===== config.mk =====
export PLATFORM = sky130hd
export DESIGN_NAME = dct_mac_sequencer_flat
export DESIGN_NICKNAME = d
export VERILOG_FILES = /design/src/rtl/dct_mac_sequencer_pkg.sv /design/src/rtl/dct_mac_sequencer_if.sv /design/src/rtl/dct_mac_sequencer_delay.sv /design/src/rtl/dct_mac_sequencer.sv /design/src/flat_wrapper.sv
export SDC_FILE = /design/constraint.sdc
export NUM_CORES = 1
export LEC_CHECK = 0
export ABC_AREA = 1
export CORE_MARGIN = 1.5
export CORE_UTILIZATION = 51
export CTS_BUF_LIST = sky130_fd_sc_hd__clkbuf_4 sky130_fd_sc_hd__clkbuf_8 sky130_fd_sc_hd__clkbuf_16
export DETAILED_ROUTE_END_ITERATION = 16
export MAX_ROUTING_LAYER = met4
export PLACE_DENSITY = 0.81
export SKIP_LAST_GASP = 1
export SYNTH_ARGS = -nofsm -noshare
export SYNTH_HDL_FRONTEND = slang
export SYNTH_SLANG_ARGS = --single-unit

===== constraint.sdc =====
create_clock -name clk -period 1.9 [get_ports clk]
set_input_delay 0.19 -clock clk [delete_from_list [all_inputs] [get_ports clk]]
set_output_delay 0.19 -clock clk [all_outputs]
set_load 0.02 [all_outputs]

===== src/rtl/dct_mac_sequencer_pkg.sv =====
// Shared types and defaults for the DCT MAC sequencer slice.
package dct_mac_sequencer_pkg;

    localparam int unsigned N_TAPS_DEF   = 8;
    localparam int unsigned MULT_LAT_DEF = 1;
    localparam int unsigned IDX_W_DEF    = $clog2(N_TAPS_DEF);

    typedef enum logic [1:0] {
        IDLE,
        MAC,
        DRAIN,
        OUT
    } state_t;

    typedef logic [IDX_W_DEF-1:0] idx_t;

endpackage


===== src/rtl/dct_mac_sequencer_if.sv =====
// Row-buffer / MAC datapath / zigzag-facing signals of the sequencer.
interface dct_mac_sequencer_if
    import dct_mac_sequencer_pkg::*;
#(
    parameter int unsigned IDX_W = IDX_W_DEF
) ();

    logic             in_valid;
    logic             in_ready;
    logic [IDX_W-1:0] tap_idx;
    logic [IDX_W-1:0] coef_idx;
    logic             mult_en;
    logic             acc_en;
    logic             acc_load;
    logic             out_valid;
    logic             out_ready;
    logic [IDX_W-1:0] out_idx;
    logic             busy;
    logic             done;

    // Sequencer side
    modport master (
        input  in_valid, out_ready,
        output in_ready, tap_idx, coef_idx, mult_en, acc_en, acc_load,
               out_valid, out_idx, busy, done
    );

    // Environment side (row buffer, datapath, downstream)
    modport slave (
        output in_valid, out_ready,
        input  in_ready, tap_idx, coef_idx, mult_en, acc_en, acc_load,
               out_valid, out_idx, busy, done
    );

endinterface


===== src/rtl/dct_mac_sequencer_delay.sv =====
// Enable-gated shift register aligning control strobes with the multiplier pipeline.
module dct_mac_sequencer_delay #(
    parameter int unsigned DEPTH = 1,
    parameter int unsigned WIDTH = 2
) (
    input  logic             clk,
    input  logic             rst,
    input  logic             en,
    input  logic [WIDTH-1:0] din,
    output logic [WIDTH-1:0] dout
);

    logic [WIDTH-1:0] sr [DEPTH];

    // Shift only on enabled cycles so the delay counts active cycles, not clocks
    always_ff @(posedge clk) begin
        if (rst) begin
            for (int i = 0; i < int'(DEPTH); i++) begin
                sr[i] <= '0;
            end
        end else if (en) begin
            sr[0] <= din;
            for (int i = 1; i < int'(DEPTH); i++) begin
                sr[i] <= sr[i-1];
            end
        end
    end

    assign dout = sr[DEPTH-1];

endmodule


===== src/rtl/dct_mac_sequencer.sv =====
// Control FSM for one FDCT MAC datapath: N_TAPS taps per coefficient, N_TAPS coefficients per row.
module dct_mac_sequencer
    import dct_mac_sequencer_pkg::*;
#(
    parameter int unsigned N_TAPS   = N_TAPS_DEF,
    parameter int unsigned MULT_LAT = MULT_LAT_DEF,
    parameter int unsigned IDX_W    = $clog2(N_TAPS)
) (
    input  logic              clk,
    input  logic              rst,
    input  logic              ena,
    dct_mac_sequencer_if.master bus
);

    localparam int unsigned DRN_W = $clog2(MULT_LAT) + 1;
    localparam logic [IDX_W-1:0] LAST_IDX = IDX_W'(N_TAPS - 1);
    localparam logic [DRN_W-1:0] LAST_DRN = DRN_W'(MULT_LAT - 1);

    state_t           state;
    logic [IDX_W-1:0] tap_cnt;
    logic [IDX_W-1:0] coef_cnt;
    logic [IDX_W-1:0] out_idx_q;
    logic [DRN_W-1:0] drn_cnt;
    logic             done_q;
    logic [1:0]       dly_in;
    logic [1:0]       dly_out;

    // Sequencer state, tap/coef/drain counters and handoff bookkeeping
    always_ff @(posedge clk) begin
        if (rst) begin
            state     <= IDLE;
            tap_cnt   <= '0;
            coef_cnt  <= '0;
            drn_cnt   <= '0;
            out_idx_q <= '0;
            done_q    <= 1'b0;
        end else if (ena) begin
            done_q <= 1'b0;
            case (state)
                IDLE: begin
                    if (bus.in_valid) begin
                        state    <= MAC;
                        tap_cnt  <= '0;
                        coef_cnt <= '0;
                    end
                end
                MAC: begin
                    if (tap_cnt == LAST_IDX) begin
                        state   <= DRAIN;
                        tap_cnt <= '0;
                        drn_cnt <= '0;
                    end else begin
                        tap_cnt <= tap_cnt + IDX_W'(1);
                    end
                end
                DRAIN: begin
                    if (drn_cnt == LAST_DRN) begin
                        state     <= OUT;
                        out_idx_q <= coef_cnt;
                    end else begin
                        drn_cnt <= drn_cnt + DRN_W'(1);
                    end
                end
                OUT: begin
                    if (bus.out_ready) begin
                        if (coef_cnt == LAST_IDX) begin
                            state    <= IDLE;
                            coef_cnt <= '0;
                            done_q   <= 1'b1;
                        end else begin
                            state    <= MAC;
                            coef_cnt <= coef_cnt + IDX_W'(1);
                        end
                    end
                end
                default: state <= IDLE;
            endcase
        end
    end

    // {mult_en, first-tap tag} delayed to become {acc_en, acc_load}
    assign dly_in = {state == MAC, (state == MAC) && (tap_cnt == '0)};

    dct_mac_sequencer_delay #(
        .DEPTH (MULT_LAT),
        .WIDTH (2)
    ) u_delay (
        .clk  (clk),
        .rst  (rst),
        .en   (ena),
        .din  (dly_in),
        .dout (dly_out)
    );

    // Strobes are suppressed while the clock enable is low; levels hold
    assign bus.in_ready  = (state == IDLE);
    assign bus.busy      = (state != IDLE);
    assign bus.out_valid = (state == OUT);
    assign bus.mult_en   = (state == MAC) && ena;
    assign bus.acc_en    = dly_out[1] && ena;
    assign bus.acc_load  = dly_out[0] && ena;
    assign bus.done      = done_q && ena;
    assign bus.tap_idx   = tap_cnt;
    assign bus.coef_idx  = coef_cnt;
    assign bus.out_idx   = out_idx_q;

endmodule


===== src/flat_wrapper.sv =====
// flat-port wrapper written by rule: the top's interface ports become plain ports
module dct_mac_sequencer_flat import dct_mac_sequencer_pkg::*;
#(
    parameter int unsigned N_TAPS   = N_TAPS_DEF,
    parameter int unsigned MULT_LAT = MULT_LAT_DEF,
    parameter int unsigned IDX_W    = $clog2(N_TAPS)
)
  (clk, rst, ena, bus_in_valid, bus_out_ready, bus_in_ready, bus_tap_idx, bus_coef_idx, bus_mult_en, bus_acc_en, bus_acc_load, bus_out_valid, bus_out_idx, bus_busy, bus_done);
  dct_mac_sequencer_if #(.IDX_W(IDX_W)) bus_i ();
  input  logic clk;
  input  logic rst;
  input  logic ena;
  input wire logic [$bits(bus_i.in_valid)-1:0] bus_in_valid;
  input wire logic [$bits(bus_i.out_ready)-1:0] bus_out_ready;
  output wire logic [$bits(bus_i.in_ready)-1:0] bus_in_ready;
  output wire logic [$bits(bus_i.tap_idx)-1:0] bus_tap_idx;
  output wire logic [$bits(bus_i.coef_idx)-1:0] bus_coef_idx;
  output wire logic [$bits(bus_i.mult_en)-1:0] bus_mult_en;
  output wire logic [$bits(bus_i.acc_en)-1:0] bus_acc_en;
  output wire logic [$bits(bus_i.acc_load)-1:0] bus_acc_load;
  output wire logic [$bits(bus_i.out_valid)-1:0] bus_out_valid;
  output wire logic [$bits(bus_i.out_idx)-1:0] bus_out_idx;
  output wire logic [$bits(bus_i.busy)-1:0] bus_busy;
  output wire logic [$bits(bus_i.done)-1:0] bus_done;
  assign bus_i.in_valid = bus_in_valid;
  assign bus_i.out_ready = bus_out_ready;
  assign bus_in_ready = bus_i.in_ready;
  assign bus_tap_idx = bus_i.tap_idx;
  assign bus_coef_idx = bus_i.coef_idx;
  assign bus_mult_en = bus_i.mult_en;
  assign bus_acc_en = bus_i.acc_en;
  assign bus_acc_load = bus_i.acc_load;
  assign bus_out_valid = bus_i.out_valid;
  assign bus_out_idx = bus_i.out_idx;
  assign bus_busy = bus_i.busy;
  assign bus_done = bus_i.done;
  dct_mac_sequencer #(.N_TAPS(N_TAPS), .MULT_LAT(MULT_LAT), .IDX_W(IDX_W)) u_core (.clk(clk), .rst(rst), .ena(ena), .bus(bus_i));
endmodule

==> out/metrics.json <==
{
  "status": {"value": "complete, no violations"},
  "ant_nets": {"value": 0},
  "max-vdd-ir-drop": {"value": 0.000527, "unit": "V"},
  "reg2reg_from": {"value": "u_core.state[0]"},
  "core_area": {"value": 0.00152, "unit": "mm^2"},
  "critical_path.most_common_cell": {"value": "sky130_fd_sc_hd__inv_1"},
  "critPathTopFamily": {"value": "buffers and inverters"},
  "hold_vio_cnt_final": {"value": 0},
  "synthTopCellsByArea": {"value": "sky130_fd_sc_hd__dfxtp_1 (28%), sky130_fd_sc_hd__nand2_1 (15%), sky130_fd_sc_hd__ha_1 (15%)"},
  "die_area": {"value": 0.00191, "unit": "mm^2"},
  "mappedNetlistNets": {"value": 136},
  "path_buf_inv": {"value": 3},
  "timing.clock.skew": {"value": 0.0102, "unit": "ns"},
  "final-max-slew-violation-count": {"value": 0},
  "synthDistinctLibCells": {"value": 18},
  "grt_overflow_total": {"value": 0},
  "detail_route.first_pass.iterations": {"value": 4},
  "worst_slew_margin_rel": {"value": 78.7, "unit": "%"},
  "maxCapViolations": {"value": 0},
  "setup_viol": {"value": 0},
  "final_cycle_share": {"value": 89.1, "unit": "%"},
  "cp-start-kind": {"value": "flip-flop"},
  "finish.utilization": {"value": 71.2, "unit": "%"},
  "cp_num_cells": {"value": 5},
  "timing_worst_slew_pin_value": {"value": 0.319, "unit": "ns"},
  "postSynthCellCount": {"value": 121},
  "place_worst_setup_slack": {"value": 0.195, "unit": "ns"},
  "p_leak": {"value": 0.000559, "unit": "uW"},
  "synth-seq-cells": {"value": 14},
  "yosysSeqAreaShare": {"value": 35.6, "unit": "%"},
  "diodes_inserted": {"value": 0},
  "dieHeight": {"value": 43.7, "unit": "um"},
  "routabilityCongestion": {"value": 0.776},
  "tritoncts.num_buffers": {"value": 3},
  "global_route_wire_length_before_repair": {"value": 2730, "unit": "um"},
  "worst_path_arrival": {"value": 1.50, "unit": "ns"},
  "ys_warn_count": {"value": 0},
  "die_w": {"value": 43.7, "unit": "um"},
  "hpwlAfterDp": {"value": 1200, "unit": "um"},
  "yosys.area.top_type": {"value": "sky130_fd_sc_hd__dfxtp_1"},
  "fp-row-count": {"value": 14},
  "finalSetupTns": {"value": 0, "unit": "ns"},
  "critPathKind": {"value": "reg2out"},
  "cts_hold_buf": {"value": 0},
  "top_level_ports": {"value": 21},
  "crit_path_start": {"value": "u_core.state[1]"},
  "worstSkewPairLatency": {"value": 0.28, "unit": "ns"},
  "crit_path_max_fanout": {"value": 5},
  "fmax": {"value": 591, "unit": "MHz"},
  "grt_usage": {"value": 19.6, "unit": "%"},
  "place.port_buffers": {"value": 20},
  "cellPowerDensity": {"value": 755, "unit": "mW/mm^2"},
  "maximum_number_of_pins_on_one_net_before_global_route_repair": {"value": 12},
  "route.final.wire_length": {"value": 1530, "unit": "um"},
  "number_of_antenna_violations_at_the_first_check_in_global_routing": {"value": 0},
  "numClockSinks": {"value": 14},
  "final_critical_path_setup_slack": {"value": 0.208, "unit": "ns"},
  "area_delta_synth_final": {"value": 28.6, "unit": "%"},
  "mappedNetlistArea": {"value": 843, "unit": "um^2"},
  "via_per_inst": {"value": 4.78},
  "final.min_clock_period": {"value": 1.69, "unit": "ns"},
  "avgSynthCellArea": {"value": 6.97, "unit": "um^2"},
  "cpPeakStageDelay": {"value": 0.41, "unit": "ns"},
  "clock-root-buffer": {"value": "sky130_fd_sc_hd__clkbuf_4"},
  "vias": {"value": 765},
  "average_detailed_routed_wire_length_per_instance": {"value": 9.58, "unit": "um"},
  "holdCritPathClass": {"value": "reg2reg"},
  "initial_core_util": {"value": 55.3, "unit": "%"},
  "tritoncts": {"value": "built"},
  "hold-path-cell-count": {"value": 2},
  "finalNetCount": {"value": 160},
  "yosysTopAreaCellShare": {"value": 28.5, "unit": "%"},
  "cts_max_path_buffers": {"value": 2},
  "slowest_stage": {"value": "sky130_fd_sc_hd__dfxtp_1"},
  "cts.htree.levels": {"value": 1},
  "cp.required": {"value": 1.71, "unit": "ns"},
  "grt_pass1_vias": {"value": 661},
  "timing.critical_path.cells": {"value": "inv_1 > ha_1 > nand2_1 > inv_1 > dlygate4sd2_1"},
  "drc_errors": {"value": 0},
  "timing.reg2reg.worst_path_depth": {"value": 8},
  "cts_setup_buffers": {"value": 0},
  "hp-start": {"value": "u_core.done_q"},
  "critical_path.endpoint_type": {"value": "output pin"},
  "clk_pin_slew_worst_paths": {"value": 0.09, "unit": "ns"},
  "final_layout_size_suffix_gt1_share": {"value": 7.64, "unit": "%"},
  "drtIter0Drc": {"value": 4},
  "rsz_0062_raised_after_global_routing": {"value": "no"}
}
cell families after synthesis:
logic type | synth area share (%)
buf+inv | 12.0
compound gates | 6.08
flops | 35.6
simple gates | 31.5
fa+ha+maj | 14.8
registers in the layout (all words and copies together), names as in the netlist:
signal and count:
u_core.done_q 1, u_core.u_delay.sr 2, u_core.state 2, u_core.bus.coef_idx 3, u_core.bus.tap_idx 3, u_core.bus.out_idx 3
synthesized netlist by cell type:
| cell type | n |
|---|---|
| sky130_fd_sc_hd__nor2_1 | 23 |
| sky130_fd_sc_hd__ha_1 | 10 |
| sky130_fd_sc_hd__nand4_1 | 1 |
| sky130_fd_sc_hd__inv_1 | 18 |
| sky130_fd_sc_hd__inv_4 | 1 |
| sky130_fd_sc_hd__buf_4 | 1 |
| sky130_fd_sc_hd__dfxtp_1 | 12 |
| sky130_fd_sc_hd__buf_6 | 1 |
| sky130_fd_sc_hd__buf_2 | 1 |
| sky130_fd_sc_hd__a21oi_1 | 4 |
| sky130_fd_sc_hd__nand2_1 | 34 |
| sky130_fd_sc_hd__nand3_1 | 6 |
| sky130_fd_sc_hd__a21oi_4 | 1 |
| sky130_fd_sc_hd__inv_2 | 1 |
| sky130_fd_sc_hd__nor2_2 | 1 |
| sky130_fd_sc_hd__and2_4 | 1 |
| sky130_fd_sc_hd__o21ai_0 | 3 |
| sky130_fd_sc_hd__edfxtp_1 | 2 |
routing by layer:
| layer | track usage (%) | vias up | wire [um] |
|---|---|---|---|
| li1 | - | 411 | - |
| met1 | 25.1 | 336 | 766 |
| met2 | 30.6 | 14 | 683 |
| met3 | 2.50 | 4 | 54 |
| met4 | 9.09 | 0 | 28 |
| met5 | - | - | 0 |
layout by cell type, fill, tap and decap left out:
cell                               n
sky130_fd_sc_hd__dfxtp_1          12
sky130_fd_sc_hd__nor2_2            1
sky130_fd_sc_hd__dlygate4sd2_1     2
sky130_fd_sc_hd__nand3_1           6
sky130_fd_sc_hd__nand4_1           1
sky130_fd_sc_hd__inv_2             1
sky130_fd_sc_hd__edfxtp_1          2
sky130_fd_sc_hd__a21oi_1           4
sky130_fd_sc_hd__ha_1             10
sky130_fd_sc_hd__o21ai_0           3
sky130_fd_sc_hd__inv_4             1
sky130_fd_sc_hd__and2_4            1
sky130_fd_sc_hd__inv_1            18
sky130_fd_sc_hd__buf_4             2
sky130_fd_sc_hd__dlymetal6s2s_1    1
sky130_fd_sc_hd__clkdlybuf4s50_1  17
sky130_fd_sc_hd__a21oi_4           1
sky130_fd_sc_hd__clkbuf_4          4
sky130_fd_sc_hd__nand2_1          34
sky130_fd_sc_hd__nor2_1           23
power by group:
| group | total (uW) | switching (uW) | internal, uW |
|---|---|---|---|
| clock | 194 | 97.9 | 95.6 |
| sequential | 350 | 22.5 | 327 |
| combinational | 276 | 159 | 117 |
area by class of cell:
type	instances	area (um^2)
Fill cell	125	439
Multi-Input combinational cell	84	442
Timing Repair Buffer	22	215
Sequential cell	14	300
Inverter	20	77.6
Clock buffer	4	30.0
Tap cell	16	20.0
worst paths after layout:
kind                          end  slack (ns)
setup reg to reg  u_core.state[0]        0.47
hold reg to reg     u_core.done_q        0.48
setup / recovery      bus_mult_en        0.21
hold / removal      u_core.done_q        0.48
through the flow:
step / total power, uW / hold WS (ns) / instance area [um^2] / cells
finish: 819 / 0.476 / 1080 / 160
global route: 881 / 0.512 / 1080 / 160
CTS: 828 / 0.478 / 1080 / 160
detailed placement: 640 / 0.464 / 1050 / 156
global placement: 633 / 0.455 / 1050 / 156
floorplan: 541 / 0.259 / 843 / 121
tightest hold or removal path: stages (launching register included):
cell	delay [ns]
sky130_fd_sc_hd__dfxtp_1	0.32
sky130_fd_sc_hd__nand2_1	0.06
sky130_fd_sc_hd__a21oi_1	0.06
timing repair:
item	4_1_cts	5_1_grt
gates resized for setup	2	1
setup endpoints to repair	2	1
endpoints found under the hold margin	0	0
cloned	0	0
Power figures use the tool's default switching activity.
==> RTL change 1, RTL diff (same flow settings) <==
Make the reset (`rst`) asynchronous in 2 clocked blocks.
--- a/src/rtl/dct_mac_sequencer_delay.sv
+++ b/src/rtl/dct_mac_sequencer_delay.sv
@@ -13,7 +13,7 @@
     logic [WIDTH-1:0] sr [DEPTH];
 
     // Shift only on enabled cycles so the delay counts active cycles, not clocks
-    always_ff @(posedge clk) begin
+    always_ff @(posedge clk or posedge rst) begin
         if (rst) begin
             for (int i = 0; i < int'(DEPTH); i++) begin
                 sr[i] <= '0;
--- a/src/rtl/dct_mac_sequencer.sv
+++ b/src/rtl/dct_mac_sequencer.sv
@@ -26,7 +26,7 @@
     logic [1:0]       dly_out;
 
     // Sequencer state, tap/coef/drain counters and handoff bookkeeping
-    always_ff @(posedge clk) begin
+    always_ff @(posedge clk or posedge rst) begin
         if (rst) begin
             state     <= IDLE;
             tap_cnt   <= '0;
Behaviour: differs if rst is asserted again (counterexample within 4 cycles, from zero or initial values and one cycle with rst high); with rst held inactive, the same outputs for 10 cycles.
==> RTL change 1 against the original RTL <==
Sequential cell count unchanged. Final area is 0.92% higher. Setup slack worse by 30 ps. Clock skew is 7.1 ps lower. Synthesized cell count is 8.3% lower. Area after synthesis grew 1.0%. Routed wire length increased by 3.6%.
Power is not compared: it rests on default switching activity, and its combinational part moved more than twofold at a synthesized area within 25%.
==> RTL change 1: results (changes against the original RTL) <==
remaining antenna violation count after routing=0 (unchanged); synth warn=0 (unchanged); Syn Nets=126 (-7.4%); clock network power=0.000167 W; worst clock skew=3.06 ps (-7.15 ps); sequential area share after synthesis=0.411 (+0.0551); Hold Path Class=primary input to async pin; layout cells sized above 1=0.0741 (-0.00231); Post-CTS Setup Repair Bufs=0 (unchanged); reg2reg end=u_core.state[1]; global-route wire length before repair=2.84 mm (+4.0%); Placer Congestion=0.803 (+3.4%); Async SR Flop Fraction=1.00 (+1.00); Post-CTS Resized=3 (+1); CP max-delay cell=dfrtp_1; maximum VDD drop=0.879 mV; placed cell areas=1080 sq um (+2.0%); Post-synth top cells=43 x nand2_1, 16 x inv_1, 14 x dfrtp_1; initial DRC count=20 (+16); synth top area cells=dfrtp_1 41%, nand2_1 19%, ha_1 15%; drt pass-1 iters=4 (unchanged); arrival time worst endpoint=1530 ps (+30 ps); Worst-path clk slew=80 ps; pre-CTS setup slack=127 ps (-67.8 ps); largest net degree at the start of global routing=15 (+3); vias in the first global route=689 (+4.2%); CTS Buffer Depth=2 (unchanged); CP peak stage delay=440 ps (+30 ps); Nets=152 (-5.0%); syn avg cell area=7.68 sq um (+10%); Routed WL=1.59 mm (+3.6%); worst rel slew slack=0.648 (-0.139); Yosys cell types=16 (-2); worst r2r path cells=6 (-2); Worst R2R Start=u_core.state[0]; drt via density=4.89 (+2.4%); DP Wirelength=1.23 mm (+2.5%); Tot GR Track Use=0.212 (+0.0163); Worst Hold Slack=238 ps (-237 ps); Leak=0.622 nW; outcome=finished clean; clk_lat worst skew=280 ps (about the same); DR WL/cell=10.5 um (+9.8%)
-- RTL change 1: cell types whose count changed after synthesis, sizes merged, moves of 3 or more --
cell / before / now
nand2: 34 / 45
nand3: 6 / 10
nor2: 24 / 5
a21oi: 5 / 2
dfxtp: 12 / 0
dfrtp: 0 / 14
-- RTL change 1: worst register-to-register path, cell delays in order (launching register included) --
cell and delay [ps]:
dfrtp_1 420, inv_1 110, ha_1 270, nand2_1 130
nand2_2 90, o21ai_0 200, nand2_1 80
-- RTL change 1: routing by layer --
metal,part of all wire,vias up,GRT usage
met5,0,-,-
met2,0.44,21,0.321
met4,0.0082,0,0.0909
met3,0.059,2,0.0625
li1,-,391,-
met1,0.50,325,0.263
-- RTL change 1: kinds of logic after synthesis --
| group | count (synthesis) | synth area share |
|---|---|---|
| buffers and inverters | 19 | 0.0984 |
| AOI/OAI and AO/OA | 5 | 0.0338 |
| DFF | 14 | 0.411 |
| and+or+nand+nor | 63 | 0.310 |
| adders and majority gates | 10 | 0.147 |
-- RTL change 1: how the worst max path moves through the flow --
| stage | from | endpoint | slack (ps) | depth (start not counted) |
|---|---|---|---|---|
| final | u_core.state[1] | bus_mult_en | 180 | 5 |
| after global routing | u_core.state[1] | bus_mult_en | 20 | 5 |
| after CTS | u_core.state[1] | bus_mult_en | 160 | 5 |
| after detailed placement | ena | bus_mult_en | 130 | 4 |
| after global placement | ena | bus_mult_en | 150 | 4 |
| after floorplan | u_core.state[0] | u_core.bus.coef_idx[0] | 440 | 8 |
-- RTL change 1: final cells by class --
type,instances,area (sq um),share of cell area
multi-input combinational,78,418,0.382
inverter,18,72.6,0.0663
timing repair buffer,22,211,0.193
sequential,14,350,0.320
tap,16,20.0,0.0183
clock buffer,3,22.5,0.0206
==> RTL change 2, RTL diff (same settings) <==
Without the edit above. `MULT_LAT_DEF`: 1 -> 2.
--- a/src/rtl/dct_mac_sequencer_pkg.sv
+++ b/src/rtl/dct_mac_sequencer_pkg.sv
@@ -2,7 +2,7 @@
 package dct_mac_sequencer_pkg;
 
     localparam int unsigned N_TAPS_DEF   = 8;
-    localparam int unsigned MULT_LAT_DEF = 1;
+    localparam int unsigned MULT_LAT_DEF = 2;
     localparam int unsigned IDX_W_DEF    = $clog2(N_TAPS_DEF);
 
     typedef enum logic [1:0] {
Check against the original RTL: not equivalent (a bounded check fails within 4 cycles, from zero or initial values and one cycle with rst high).
==> RTL change 2 against the original RTL <==
Register-to-register slack lost 120 ps. Final area grew 20%. Largest cell class unchanged. Die area increased by 21%. Non-clock buffer count unchanged. Sequential cell count up 4. Area after synthesis is 23% higher. Sequential power up 32%. Critical endpoint is now bus_out_valid. Routed wire length grew 29%. Setup slack lost 47 ps. Power is 36% higher.
==> RTL change 2: results (changes against the original RTL) <==
outcome=finished clean; Met1 Wirelength=843 um (+10%); worst clock skew=7.99 ps (-2.23 ps); Post-CTS Resized=4 (+2); Tot GR Track Use=0.197 (+0.00121); worst rel slew slack=0.734 (-0.0537); Leak=0.586 nW (+4.8%); synth top area cells=dfxtp_1 27%, ha_1 13%, edfxtp_1 12%; vias in the first global route=718 (+8.6%); number of flip-flops in the largest register=4; clk_lat worst skew=300 ps (+20 ps); Nets=178 (+11%); Port-buffer cells=20 (unchanged); GRT met1 Usage=0.222 (-0.0293); largest net degree at the start of global routing=15 (+3); Syn Nets=153 (+13%); drt via density=4.74 (-0.88%); DP Wirelength=1.59 mm (+32%); met3 Track Usage GR=0.0340 (+0.00896); Hold EP=u_core.bus.out_idx[2]; placed cell areas=1260 sq um (+20%); R2R Setup Slk=350 ps (-120 ps); DR WL/cell=10.5 um (+9.6%); global-route wire length before repair=2.95 mm (+8.1%); Met2 Routed Length=1.03 mm (+51%); met2 global-route usage=0.333 (+0.0275); Yosys cell types=22 (+4); Post-synth top cells=29 x nand2_1, 23 x inv_1, 17 x nor2_1; Worst-path clk slew=110 ps (+20 ps); initial DRC count=11 (+7); arrival time worst endpoint=1550 ps (+50 ps); sequential area share after synthesis=0.387 (+0.0309); Worst setup startpoint=u_core.state[0]; Post-CTS Setup Repair Bufs=0 (unchanged); Placer Congestion=0.847 (+9.1%); maximum VDD drop=0.515 mV (-2.2%); layout cells sized above 1=0.124 (+0.0478)
-- RTL change 2: cell count changes after synthesis, sizes merged, moves of 2 or more --
cell    before  now
inv         20   26
o21ai        3    9
a21oi        5    9
nand2       34   31
nor2        24   21
buf          3    1
dfxtp       12   14
edfxtp       2    4
-- RTL change 2: area by class of cell --
cell class | instances | area (sq um)
Sequential cell | 18 | 400
Fill cell | 179 | 644
Tap cell | 27 | 33.8
Inverter | 26 | 97.6
Timing Repair Buffer | 22 | 211
Multi-Input combinational cell | 91 | 518
Clock buffer | 4 | 36.3
-- RTL change 2: worst max path at each step --
stage                      end  slack [ps]  cells past startpoint
5_1_grt          bus_out_valid         110                      2
3_5_place_dp       bus_mult_en         200                      4
6_report         bus_out_valid         160                      2
3_3_place_gp       bus_mult_en         210                      4
2_1_floorplan  u_core.state[0]         470                      8
4_1_cts          bus_out_valid         160                      2
-- RTL change 2: stage by stage --
stage	cells	hold slack, ps	util	worst slack, ps	power (W)
detailed placement	184	438	0.650	201	0.000893
CTS	188	455	0.668	157	0.00112
global placement	184	434	0.650	207	0.000872
finish	188	451	0.668	160	0.00111
floorplan	137	259	-	467	0.000751
global route	188	486	0.668	106	0.00118
-- RTL change 2: worst max-delay path, cell delays in order, from the launching register on --
cell	delay, ps
dfxtp_1	430
ha_1	210
clkdlybuf4s50_1	610
-- RTL change 2: report_power, final --
group	internal [W]	total, W	switching, W
Combinational	0.000162	0.000408	0.000246
Clock	0.000117	0.000240	0.000123
Sequential	0.000430	0.000463	0.0000333
Total	0.000709	0.00111	0.000403
-- RTL change 2: cell families after synthesis --
family | Yosys count | share of synthesized area
AOI/OAI and AO/OA | 19 | 0.102
adders and majority gates | 11 | 0.133
buffers and inverters | 28 | 0.115
DFF | 18 | 0.387
and+or+nand+nor | 61 | 0.264
